File: config.mk
export PLATFORM = sky130hd
export DESIGN_NAME = note_player_env
export DESIGN_NICKNAME = d
export VERILOG_FILES = /design/src/rtl/note_player_env.sv
export SDC_FILE = /design/constraint.sdc
export NUM_CORES = 1
export LEC_CHECK = 0
export CORE_ASPECT_RATIO = 0.8
export CORE_MARGIN = 1
export CORE_UTILIZATION = 45
export DETAILED_ROUTE_END_ITERATION = 8
export GPL_TIMING_DRIVEN = 0
export HOLD_SLACK_MARGIN = 0.15
export SLEW_MARGIN = 20
export SYNTH_ARGS = -nofsm -noshare
export SYNTH_HDL_FRONTEND = slang
export SYNTH_SLANG_ARGS = --single-unit
File: constraint.sdc
create_clock -name clk -period 9.9 [get_ports clk]
set_input_delay 1.485 -clock clk [delete_from_list [all_inputs] [get_ports clk]]
set_output_delay 1.485 -clock clk [all_outputs]
set_load 0.005 [all_outputs]
File: src/rtl/note_player_env.sv
// rtl/note_player_env.sv - one-voice note player with pending-note slot and linear envelope
// Envelope build option: NOTE_PLAYER_ENVELOPE_EN (undefined: fixed full gain, IDLE/SUSTAIN only)

module frequency_rom #(
  parameter int NOTE_W  = 6,
  parameter int PHASE_W = 16
) (
  input  logic [NOTE_W-1:0]  note,
  output logic [PHASE_W-1:0] step_size
);
  // Phase step grows linearly with the note number; note 0 still advances.
  localparam int unsigned STEP_SCALE = 97;

  always_comb begin
    step_size = PHASE_W'((32'(note) + 32'd1) * STEP_SCALE);
  end
endmodule

module sine_reader #(
  parameter int PHASE_W  = 16,
  parameter int SAMPLE_W = 16
) (
  input  logic                       clk,
  input  logic                       reset,
  input  logic                       enable,
  input  logic                       generate_next,
  input  logic [PHASE_W-1:0]         step_size,
  output logic signed [SAMPLE_W-1:0] sample,
  output logic                       sample_ready
);
  logic [PHASE_W-1:0]         phase_q;
  logic [PHASE_W-1:0]         phase_nxt;
  logic [5:0]                 idx;
  logic [4:0]                 qidx;
  logic [15:0]                mag;
  logic [15:0]                s16;
  logic signed [SAMPLE_W-1:0] lookup;

  // First quadrant of a 64-point sine, amplitude 32767; entry 16 is the peak.
  function automatic logic [15:0] quarter_sine(input logic [4:0] k);
    case (k)
      5'd0:    quarter_sine = 16'd0;
      5'd1:    quarter_sine = 16'd3212;
      5'd2:    quarter_sine = 16'd6393;
      5'd3:    quarter_sine = 16'd9512;
      5'd4:    quarter_sine = 16'd12539;
      5'd5:    quarter_sine = 16'd15446;
      5'd6:    quarter_sine = 16'd18204;
      5'd7:    quarter_sine = 16'd20787;
      5'd8:    quarter_sine = 16'd23170;
      5'd9:    quarter_sine = 16'd25329;
      5'd10:   quarter_sine = 16'd27245;
      5'd11:   quarter_sine = 16'd28898;
      5'd12:   quarter_sine = 16'd30273;
      5'd13:   quarter_sine = 16'd31356;
      5'd14:   quarter_sine = 16'd32137;
      5'd15:   quarter_sine = 16'd32609;
      default: quarter_sine = 16'd32767;
    endcase
  endfunction

  always_comb begin
    phase_nxt = phase_q + step_size;
    idx       = phase_nxt[PHASE_W-1 -: 6];
    // Odd quadrants read the table mirrored, the second half is negated.
    qidx      = idx[4] ? (5'd16 - {1'b0, idx[3:0]}) : {1'b0, idx[3:0]};
    mag       = quarter_sine(qidx);
    s16       = idx[5] ? (16'd0 - mag) : mag;
    lookup    = SAMPLE_W'($signed(s16)) <<< (SAMPLE_W - 16);
  end

  always_ff @(posedge clk or negedge reset) begin
    if (!reset) begin
      phase_q      <= '0;
      sample       <= '0;
      sample_ready <= 1'b0;
    end else if (enable) begin
      sample_ready <= generate_next;
      if (generate_next) begin
        phase_q <= phase_nxt;
        sample  <= lookup;
      end
    end
  end
endmodule

module note_player_env #(
  parameter int NOTE_W       = 6,
  parameter int DUR_W        = 6,
  parameter int SAMPLE_W     = 16,
  parameter int ENV_W        = 4,
  parameter int ATTACK_STEP  = 4,
  parameter int RELEASE_STEP = 4
) (
  input  logic                       clk,
  input  logic                       reset,
  input  logic                       play_enable,
  input  logic [NOTE_W-1:0]          note_to_load,
  input  logic [DUR_W-1:0]           duration_to_load,
  input  logic                       load_new_note,
  output logic                       note_ready,
  output logic                       done_with_note,
  output logic                       busy,
  input  logic                       beat,
  input  logic                       generate_next_sample,
  output logic signed [SAMPLE_W-1:0] sample_out,
  output logic                       new_sample_ready
);
  localparam int GW      = ENV_W + 1;
  localparam int GW1     = GW + 1;
  localparam int PHASE_W = 16;
  localparam logic [GW-1:0]    GMAX    = GW'(1 << ENV_W);
  localparam logic [GW:0]      A_STEP  = GW1'(ATTACK_STEP);
  localparam logic [GW-1:0]    R_STEP  = GW'(RELEASE_STEP);
  localparam logic [DUR_W-1:0] DUR_ONE = DUR_W'(1);

  typedef enum logic [1:0] {IDLE, ATTACK, SUSTAIN, RELEASE} state_t;

  state_t               state_q, state_d;
  logic                 slot_valid_q;
  logic [NOTE_W-1:0]    slot_note_q;
  logic [DUR_W-1:0]     slot_dur_q;
  logic [NOTE_W-1:0]    note_q, note_d;
  logic [DUR_W-1:0]     dur_cnt_q, dur_cnt_d;
  logic [GW-1:0]        gain_q, gain_d;
  logic [GW:0]          gain_up;
  logic [GW-1:0]        gain_down;
  logic                 done_q;
  logic                 tick;
  logic                 load_fire;
  logic                 note_end;
  logic                 start;

  logic [PHASE_W-1:0]         step_size;
  logic signed [SAMPLE_W-1:0] raw_sample;
  logic                       raw_ready;
  logic [GW-1:0]              eff_gain;
  logic signed [SAMPLE_W+GW:0] product;
  logic signed [SAMPLE_W+GW:0] scaled;

  assign tick           = play_enable && beat;
  assign load_fire      = load_new_note && !slot_valid_q;
  assign note_ready     = !slot_valid_q;
  assign busy           = (state_q != IDLE);
  assign done_with_note = done_q;
  assign gain_up        = {1'b0, gain_q} + A_STEP;
  assign gain_down      = (gain_q > R_STEP) ? (gain_q - R_STEP) : '0;

  always_comb begin
    state_d   = state_q;
    note_d    = note_q;
    dur_cnt_d = dur_cnt_q;
    gain_d    = gain_q;
    note_end  = 1'b0;
    start     = 1'b0;
    case (state_q)
      ATTACK: begin
        if (tick) begin
          dur_cnt_d = dur_cnt_q - 1'b1;
          gain_d    = (gain_up >= {1'b0, GMAX}) ? GMAX : gain_up[GW-1:0];
          // The body may end before the ramp tops out; release from wherever it got to.
          if (dur_cnt_q == DUR_ONE) begin
            state_d = RELEASE;
          end else if (gain_d == GMAX) begin
            state_d = SUSTAIN;
          end
        end
      end
      SUSTAIN: begin
        if (tick) begin
          dur_cnt_d = dur_cnt_q - 1'b1;
          if (dur_cnt_q == DUR_ONE) begin
`ifdef NOTE_PLAYER_ENVELOPE_EN
            state_d = RELEASE;
`else
            note_end = 1'b1;
            state_d  = IDLE;
`endif
          end
        end
      end
      RELEASE: begin
        if (tick) begin
          gain_d = gain_down;
          if (gain_down == '0) begin
            note_end = 1'b1;
            state_d  = IDLE;
          end
        end
      end
      default: ;
    endcase

    // A pending note takes over on the finishing edge; its first beat is not consumed here.
    start = play_enable && slot_valid_q && ((state_q == IDLE) || note_end);
    if (start) begin
      note_d    = slot_note_q;
      dur_cnt_d = (slot_dur_q == '0) ? DUR_ONE : slot_dur_q;
`ifdef NOTE_PLAYER_ENVELOPE_EN
      gain_d    = '0;
      state_d   = ATTACK;
`else
      gain_d    = GMAX;
      state_d   = SUSTAIN;
`endif
    end
  end

  always_ff @(posedge clk or negedge reset) begin
    if (!reset) begin
      state_q      <= IDLE;
      slot_valid_q <= 1'b0;
      slot_note_q  <= '0;
      slot_dur_q   <= '0;
      note_q       <= '0;
      dur_cnt_q    <= '0;
      gain_q       <= '0;
      done_q       <= 1'b0;
    end else begin
      state_q   <= state_d;
      note_q    <= note_d;
      dur_cnt_q <= dur_cnt_d;
      gain_q    <= gain_d;
      done_q    <= note_end;
      if (start) begin
        slot_valid_q <= 1'b0;
      end else if (load_fire) begin
        slot_valid_q <= 1'b1;
        slot_note_q  <= note_to_load;
        slot_dur_q   <= duration_to_load;
      end
    end
  end

  frequency_rom #(
    .NOTE_W  (NOTE_W),
    .PHASE_W (PHASE_W)
  ) u_frequency_rom (
    .note      (note_q),
    .step_size (step_size)
  );

  sine_reader #(
    .PHASE_W  (PHASE_W),
    .SAMPLE_W (SAMPLE_W)
  ) u_sine_reader (
    .clk           (clk),
    .reset         (reset),
    .enable        (play_enable),
    .generate_next (play_enable && generate_next_sample),
    .step_size     (step_size),
    .sample        (raw_sample),
    .sample_ready  (raw_ready)
  );

  // An idle voice still answers requests, but with silence.
  always_comb begin
    eff_gain = (state_q == IDLE) ? '0 : gain_q;
    product  = raw_sample * $signed({1'b0, eff_gain});
    scaled   = product >>> ENV_W;
  end

  always_ff @(posedge clk or negedge reset) begin
    if (!reset) begin
      sample_out       <= '0;
      new_sample_ready <= 1'b0;
    end else if (play_enable) begin
      new_sample_ready <= raw_ready;
      if (raw_ready) begin
        sample_out <= scaled[SAMPLE_W-1:0];
      end
    end else begin
      new_sample_ready <= 1'b0;
    end
  end
endmodule

Yosys cells after proc, flatten, opt, wreduce, memory -nomap -nowiden
Memories as Yosys holds them, arrays and structs flattened.
Index checks and enable logic that the tools add are counted.
{"block": "op_classes", "n_bitwise": 1, "eq_ne": 11, "n_mux": 31, "addsub": 7, "n_lt_le_gt_ge": 2, "reduce_logical": 23, "n_mul": 2}
{"op": "$mux 5", "n": 7}
{"op": "$mul 32x7->16 const B", "n": 1}
{"op": "$mux 16", "n": 2}
{"op": "$mux 6", "n": 4}
{"op": "$mul 16x6->20", "n": 1}
{"op": "$add 16x16->16", "n": 1}
{"op": "$mux 2", "n": 8}
{"op": "$sub 1x16->16 const A", "n": 1}
{"op": "$ne 3x3->1 const B", "n": 5}
{"op": "$pmux 5 s2", "n": 1}
{"op": "$reduce_and 2->1", "n": 4}
{"op": "$reduce_bool 2->1", "n": 4}
{"op": "$add 6x1->7 const B", "n": 1}
{"op": "$mux 1", "n": 7}
{"op": "$reduce_and 7->1", "n": 1}
{"op": "$add 5x3->6 const B", "n": 1}
{"op": "$eq 6x1->1 const B", "n": 1}
{"op": "$ge 6x5->1 const B", "n": 1}
{"op": "$logic_not 6->1", "n": 1}
{"op": "$pmux 2 s3", "n": 1}
{"op": "$sub 6x1->6 const B", "n": 1}
{"op": "$eq 5x5->1 const B", "n": 1}
{"op": "$gt 5x3->1 const B", "n": 1}
{"op": "$logic_and 1x1->1", "n": 5}
{"op": "15 further kinds", "n": 16}
{"block": "word_totals", "inputBits": 18, "out_inout_bits": 20, "regBits": 83, "n_memories": 1, "wordCells": 91, "romBits": 240}
{"name": "(no name shown)", "words": 16, "word_bits": 15, "rd": 1, "rd_ports_with_merged_regs": 0, "wr": 0, "line_no": "41", "source": "case (k)"}

Depth between registers and ports, before layout
{"block": "depth", "word_depth": 10, "depth_mapped": 28}

Cells and area by module
Synthesis repeated with hierarchy kept, for this count alone.
{"block": "hier_totals", "cells_unflattened": 1017, "area_unflattened_um2": 9029.9}
{"module": "note_player_env", "cells_per_inst": 541, "n_inst": 1, "seq_area_each_um2": 1251.2, "area_each_um2": 4994.8}
{"module": "sine_reader", "cells_per_inst": 404, "n_inst": 1, "seq_area_each_um2": 825.8, "area_each_um2": 3375.7}
{"module": "frequency_rom", "cells_per_inst": 72, "n_inst": 1, "seq_area_each_um2": 0.0, "area_each_um2": 659.4}

Least setup slack after synthesis
Ideal clock, no wire load.
{"block": "synth_timing", "path_type": "flip-flop to flip-flop", "from": "reg note_q[0]", "to": "reg u_sine_reader.sample[12]", "n_path_buf": 2, "slack_ps": 3128, "setup_time_ps": 125, "stages_incl_launch_ff": 26, "t_arrival_ps": 6648, "required_ps": 9775, "path_cell_list": "dfrtp_1 ha_1 nand3_1 xnor2_1 ha_1 ha_1 fa_1 ha_1 ha_1 buf_6 a211o_1 o31ai_2 xor2_1 ha_1 a21o_1 ha_1 clkbuf_1 inv_1 nor3_1 a311oi_1 a21oi_1 ha_1 nor3b_2 a41oi_1 xnor2_1 mux2_2"}
{"block": "synth_via", "elab_chain_len": 9}
{"element": "start: declaration", "line_no": "123", "source": "logic [NOTE_W-1:0] note_q, note_d;"}
{"element": "start signal: assignment", "line_no": "221", "source": "note_q <= note_d;"}
{"element": "$add 6x1->7 (*)", "line_no": "15", "source": "step_size = PHASE_W'((32'(note) + 32'd1) * STEP_SCALE);"}
{"element": "$mul 32x7->16 (*)", "line_no": "15"}
{"element": "$add 16x16->16 (*)", "line_no": "63", "source": "phase_nxt = phase_q + step_size;"}
{"element": "$sub 5x4->5", "line_no": "66", "source": "qidx = idx[4] ? (5'd16 - {1'b0, idx[3:0]}) : {1'b0, idx[3:0]};"}
{"element": "$mux 5", "line_no": "66"}
{"element": "$mem_v2 16x15"}
{"element": "$mux 16", "line_no": "41"}
{"element": "$sub 1x16->16", "line_no": "68", "source": "s16 = idx[5] ? (16'd0 - mag) : mag;"}
{"element": "$mux 16 (*)", "line_no": "68"}
{"element": "end signal: assignment", "line_no": "81", "source": "sample <= lookup;"}
{"element": "end: declaration", "line_no": "28", "source": "output logic signed [SAMPLE_W-1:0] sample,"}
Every way passes the cells marked *; elsewhere a longest branch is shown, timed or not.
A chain may end at the register's enable or synchronous reset.

Final worst setup path
Same ends and word-level chain as after synthesis.

==> summary.md <==
| Metric | Value |
|---|---|
| Area Overhead vs Synth | `12.0%` |
| Final hold viol count | `0` |
| Total GRT Usage | `20.6%` |
| Ranking of synthesized cells by area | `dfrtp_1 24%, ha_1 15%, fa_1 13%, nand2_1 4.8%, inv_1 3.8%` |
| F_max | `124 MHz` |
| Largest net degree at the start of global routing | `56` |
| Post-synth cell types | `78` |
| Total CTS buffers | `9` |
| Gr ovfl total | `0` |
| Via-per-instance ratio | `5.55` |
| DRT iter0 DRCs | `319` |
| Cell mode on critical path | `ha_1` |
| Number of cell rows | `44` |
| Setup repair after global routing missed its margin | `no` |
| HP Class | `reg -> reg` |
| Register area share after synthesis | `24.2%` |
| Yosys top cell area share | `24.2%` |
| Io pins | `38` |
| DRT antenna net count | `0` |
| Placed wire-length estimate | `15000 um` |
| Post-synth EDFFs | `0` |
| Worst Path Required | `10.12 ns` |
| Max Cap Viol | `0` |
| DRC | `0` |
| CP Class | `reg -> reg` |
| IO buf count | `36` |
| Status | `finished, final reports clean` |
| Clock Sinks | `83` |
| DR pass1 iterations | `7` |
| Cell taking the most area after synthesis | `dfrtp_1` |
| Min Tclk post-route | `8.09 ns` |
| Post-CTS setup repair buffer count | `0` |
| Slowest CP cell | `xor2_1` |
| FFs w/ async S/R, synth | `100%` |
| Endpoints failing setup | `0` |
| Worst r2r path cells | `25` |
| Clock Skew | `0.0114 ns` |
| Reg2reg end | `u_sine_reader.sample[12]$_DFFE_PN0P_` |
| Crit-path max FO | `11` |
| Antenna cells | `0` |
| Total routed wirelength | `18900 um` |
| Mapped Area | `0.00859 sq mm` |
| Pins Over Slew Limit | `0` |
| Chip width | `157 um` |
| Relative slew margins | `25.2%` |
| Worst r2r src | `note_q[0]$_DFFE_PN0P_` |
| Reg2Reg Setup Slack | `1.81 ns` |
| Setup TNS Final | `0 ns` |
| Nets@finish | `1146` |
| Die ar. | `0.0197 sq mm` |
| #FFs+latches synth | `83` |
| Root Buffer | `clkbuf_16` |
| CTS clk-pin slew, worst paths | `0.07 ns` |
| Actual slew at the worst max-slew pin | `1.11 ns` |
| Tcrit/Tclk final | `81.7%` |
| Initial Util | `46.6%` |
| Worst setup EP type | `register` |
| CTS tree | `built` |
| Vias in the first global route | `6576` |
| Syn_nets | `1098` |
| DR vias | `6830` |
| Core Region | `0.0184 sq mm` |
| Skew-Pair Late Insertion Delay | `0.34 ns` |
| Element type at the critical path start | `register` |
| Synthesized area per cell | `9.29 sq um` |
| Mapped Cells | `925` |
| Yosys warnings | `0` |
| Min-Delay Path Depth | `2` |
| Initial antenna violation count | `0` |
| WHS Endpoint | `note_q[1]$_DFFE_PN0P_` |
| CTS Buffer Depth | `2` |
| Die Y | `126 um` |
| CP max stage delay | `0.85 ns` |
| Worst path arrival time | `8.31 ns` |
| CTS HTree Levels | `3` |
| Post-cts gate resize count | `0` |
| Layout cells sized above 1 | `7.98%` |
| Ys flop type | `dfrtp_1` |
| Hold Path Origin | `slot_note_q[1]$_DFFE_PN0P_` |
| DR WL/cell | `15.3 um` |
| First-pass GRT wire length | `32400 um` |
| GP Congestion | `0.890` |
| Hold-fix buffers, CTS | `0` |
-- Yosys cell counts (4+ instances only) --
cell type	count
nand2_1	111
ha_1	101
inv_1	86
dfrtp_1	83
fa_1	54
o21ai_0	51
and3_1	44
nor2_1	41
a21oi_1	37
xnor2_1	33
clkbuf_1	29
mux2_2	22
xor2_1	21
nand3_1	18
nor3_1	17
and2_1	14
a21o_1	10
o211ai_1	9
a211oi_1	7
a31oi_1	7
o21ai_1	7
nand4_1	6
a211o_1	5
nor2b_1	5
o21a_1	5
o31ai_1	5
or3_1	5
or4_1	5
a2111oi_0	4
buf_2	4
nor4_1	4
-- kinds of logic (layout without fill, tap and decap cells) --
logic type	after synthesis	in the layout	share of synthesized area, %
compound gates	188	188	15.5
xor+xnor	56	56	6.14
fa+ha+maj	155	155	27.3
buf+inv	123	176	5.74
flops	83	83	24.2
mux	29	29	4.16
simple gates	291	291	17.0
-- critical path, delay by kind of cell, from the launching register on --
kind | cells | cell delay, ns
adder cells (fa/ha/maj) | 9 | 2.88
AO/OA/AOI/OAI | 6 | 1.47
XOR/XNOR | 3 | 1.19
AND/OR/NAND/NOR | 3 | 0.92
buffers and inverters | 3 | 0.77
flip-flops | 1 | 0.46
multiplexers | 1 | 0.27
-- layout by cell type, fill, tap and decap left out, types with 7 or more instances in the layout --
| cell type | netlist | layout |
|---|---|---|
| xnor2_1 | 33 | 33 |
| nand2_1 | 111 | 111 |
| fa_1 | 54 | 54 |
| a21oi_1 | 37 | 37 |
| a31oi_1 | 7 | 7 |
| clkdlybuf4s50_1 | 0 | 35 |
| inv_1 | 86 | 86 |
| nor2_1 | 41 | 41 |
| o21ai_0 | 51 | 51 |
| xor2_1 | 21 | 21 |
| ha_1 | 101 | 101 |
| mux2_2 | 22 | 22 |
| and3_1 | 44 | 44 |
| dfrtp_1 | 83 | 83 |
| o21ai_1 | 7 | 7 |
| a211oi_1 | 7 | 7 |
| clkbuf_16 | 0 | 9 |
| a21o_1 | 10 | 10 |
| nor3_1 | 17 | 17 |
| o211ai_1 | 9 | 9 |
| clkbuf_1 | 29 | 30 |
| nand3_1 | 18 | 18 |
| and2_1 | 14 | 14 |
-- cell type report --
type	instances	area, sq um
well taps	253	317
inverters	86	323
multi-input cells	719	6020
plain buffers	37	170
flip-flops and latches	83	2080
fillers	1763	8820
clock inverters	6	96.3
repair buffers	37	385
clock buffers	10	229
-- flip-flops by register name, indices dropped and copies added (netlist names) --
name                        cells
u_sine_reader.phase_q          16
sample_out                     16
u_sine_reader.sample_ready      1
note_q                          6
dur_cnt_q                       6
slot_dur_q                      6
slot_valid_q                    1
slot_note_q                     6
u_sine_reader.sample           16
done_with_note                  1
new_sample_ready                1
gain_q                          5
state_q                         2
-- layer usage --
layer	vias to the layer above	wire length [um]	track usage, %
met5	-	0	0
met4	0	110	3.29
met3	11	761	3.48
met2	144	8200	31.3
met1	3335	9790	31.0
li1	3340	-	-
-- how the worst max path moves through the flow --
| stage | startpoint | endpoint | slack [ns] | cells after the start |
|---|---|---|---|---|
| detailed placement | note_q[1]$_DFFE_PN0P_ | u_sine_reader.sample[12]$_DFFE_PN0P_ | 1.88 | 25 |
| finish | note_q[0]$_DFFE_PN0P_ | u_sine_reader.sample[12]$_DFFE_PN0P_ | 1.81 | 25 |
| global placement | note_q[0]$_DFFE_PN0P_ | u_sine_reader.sample[12]$_DFFE_PN0P_ | 1.78 | 25 |
| CTS | note_q[0]$_DFFE_PN0P_ | u_sine_reader.sample[12]$_DFFE_PN0P_ | 1.85 | 25 |
| global route | note_q[0]$_DFFE_PN0P_ | u_sine_reader.sample[4]$_DFFE_PN0P_ | 1.38 | 25 |
| floorplan | note_q[0]$_DFFE_PN0P_ | u_sine_reader.sample[12]$_DFFE_PN0P_ | 3.13 | 25 |
-- stage by stage --
step	hold slack (ns)	instance area [sq um]	util [%]	setup slack, ns	std cells
floorplan	0.435	8590	-	3.13	925
global placement	0.454	9270	50.3	1.78	1214
detailed placement	0.456	9300	50.4	1.88	1215
CTS	0.475	9620	52.2	1.85	1231
global route	0.497	9620	52.2	1.38	1231
finish	0.477	9620	52.2	1.81	1231
Power is left out: the tool's default activity adds up to more than one toggle a clock period on the data nets, which glitch-free logic cannot reach.
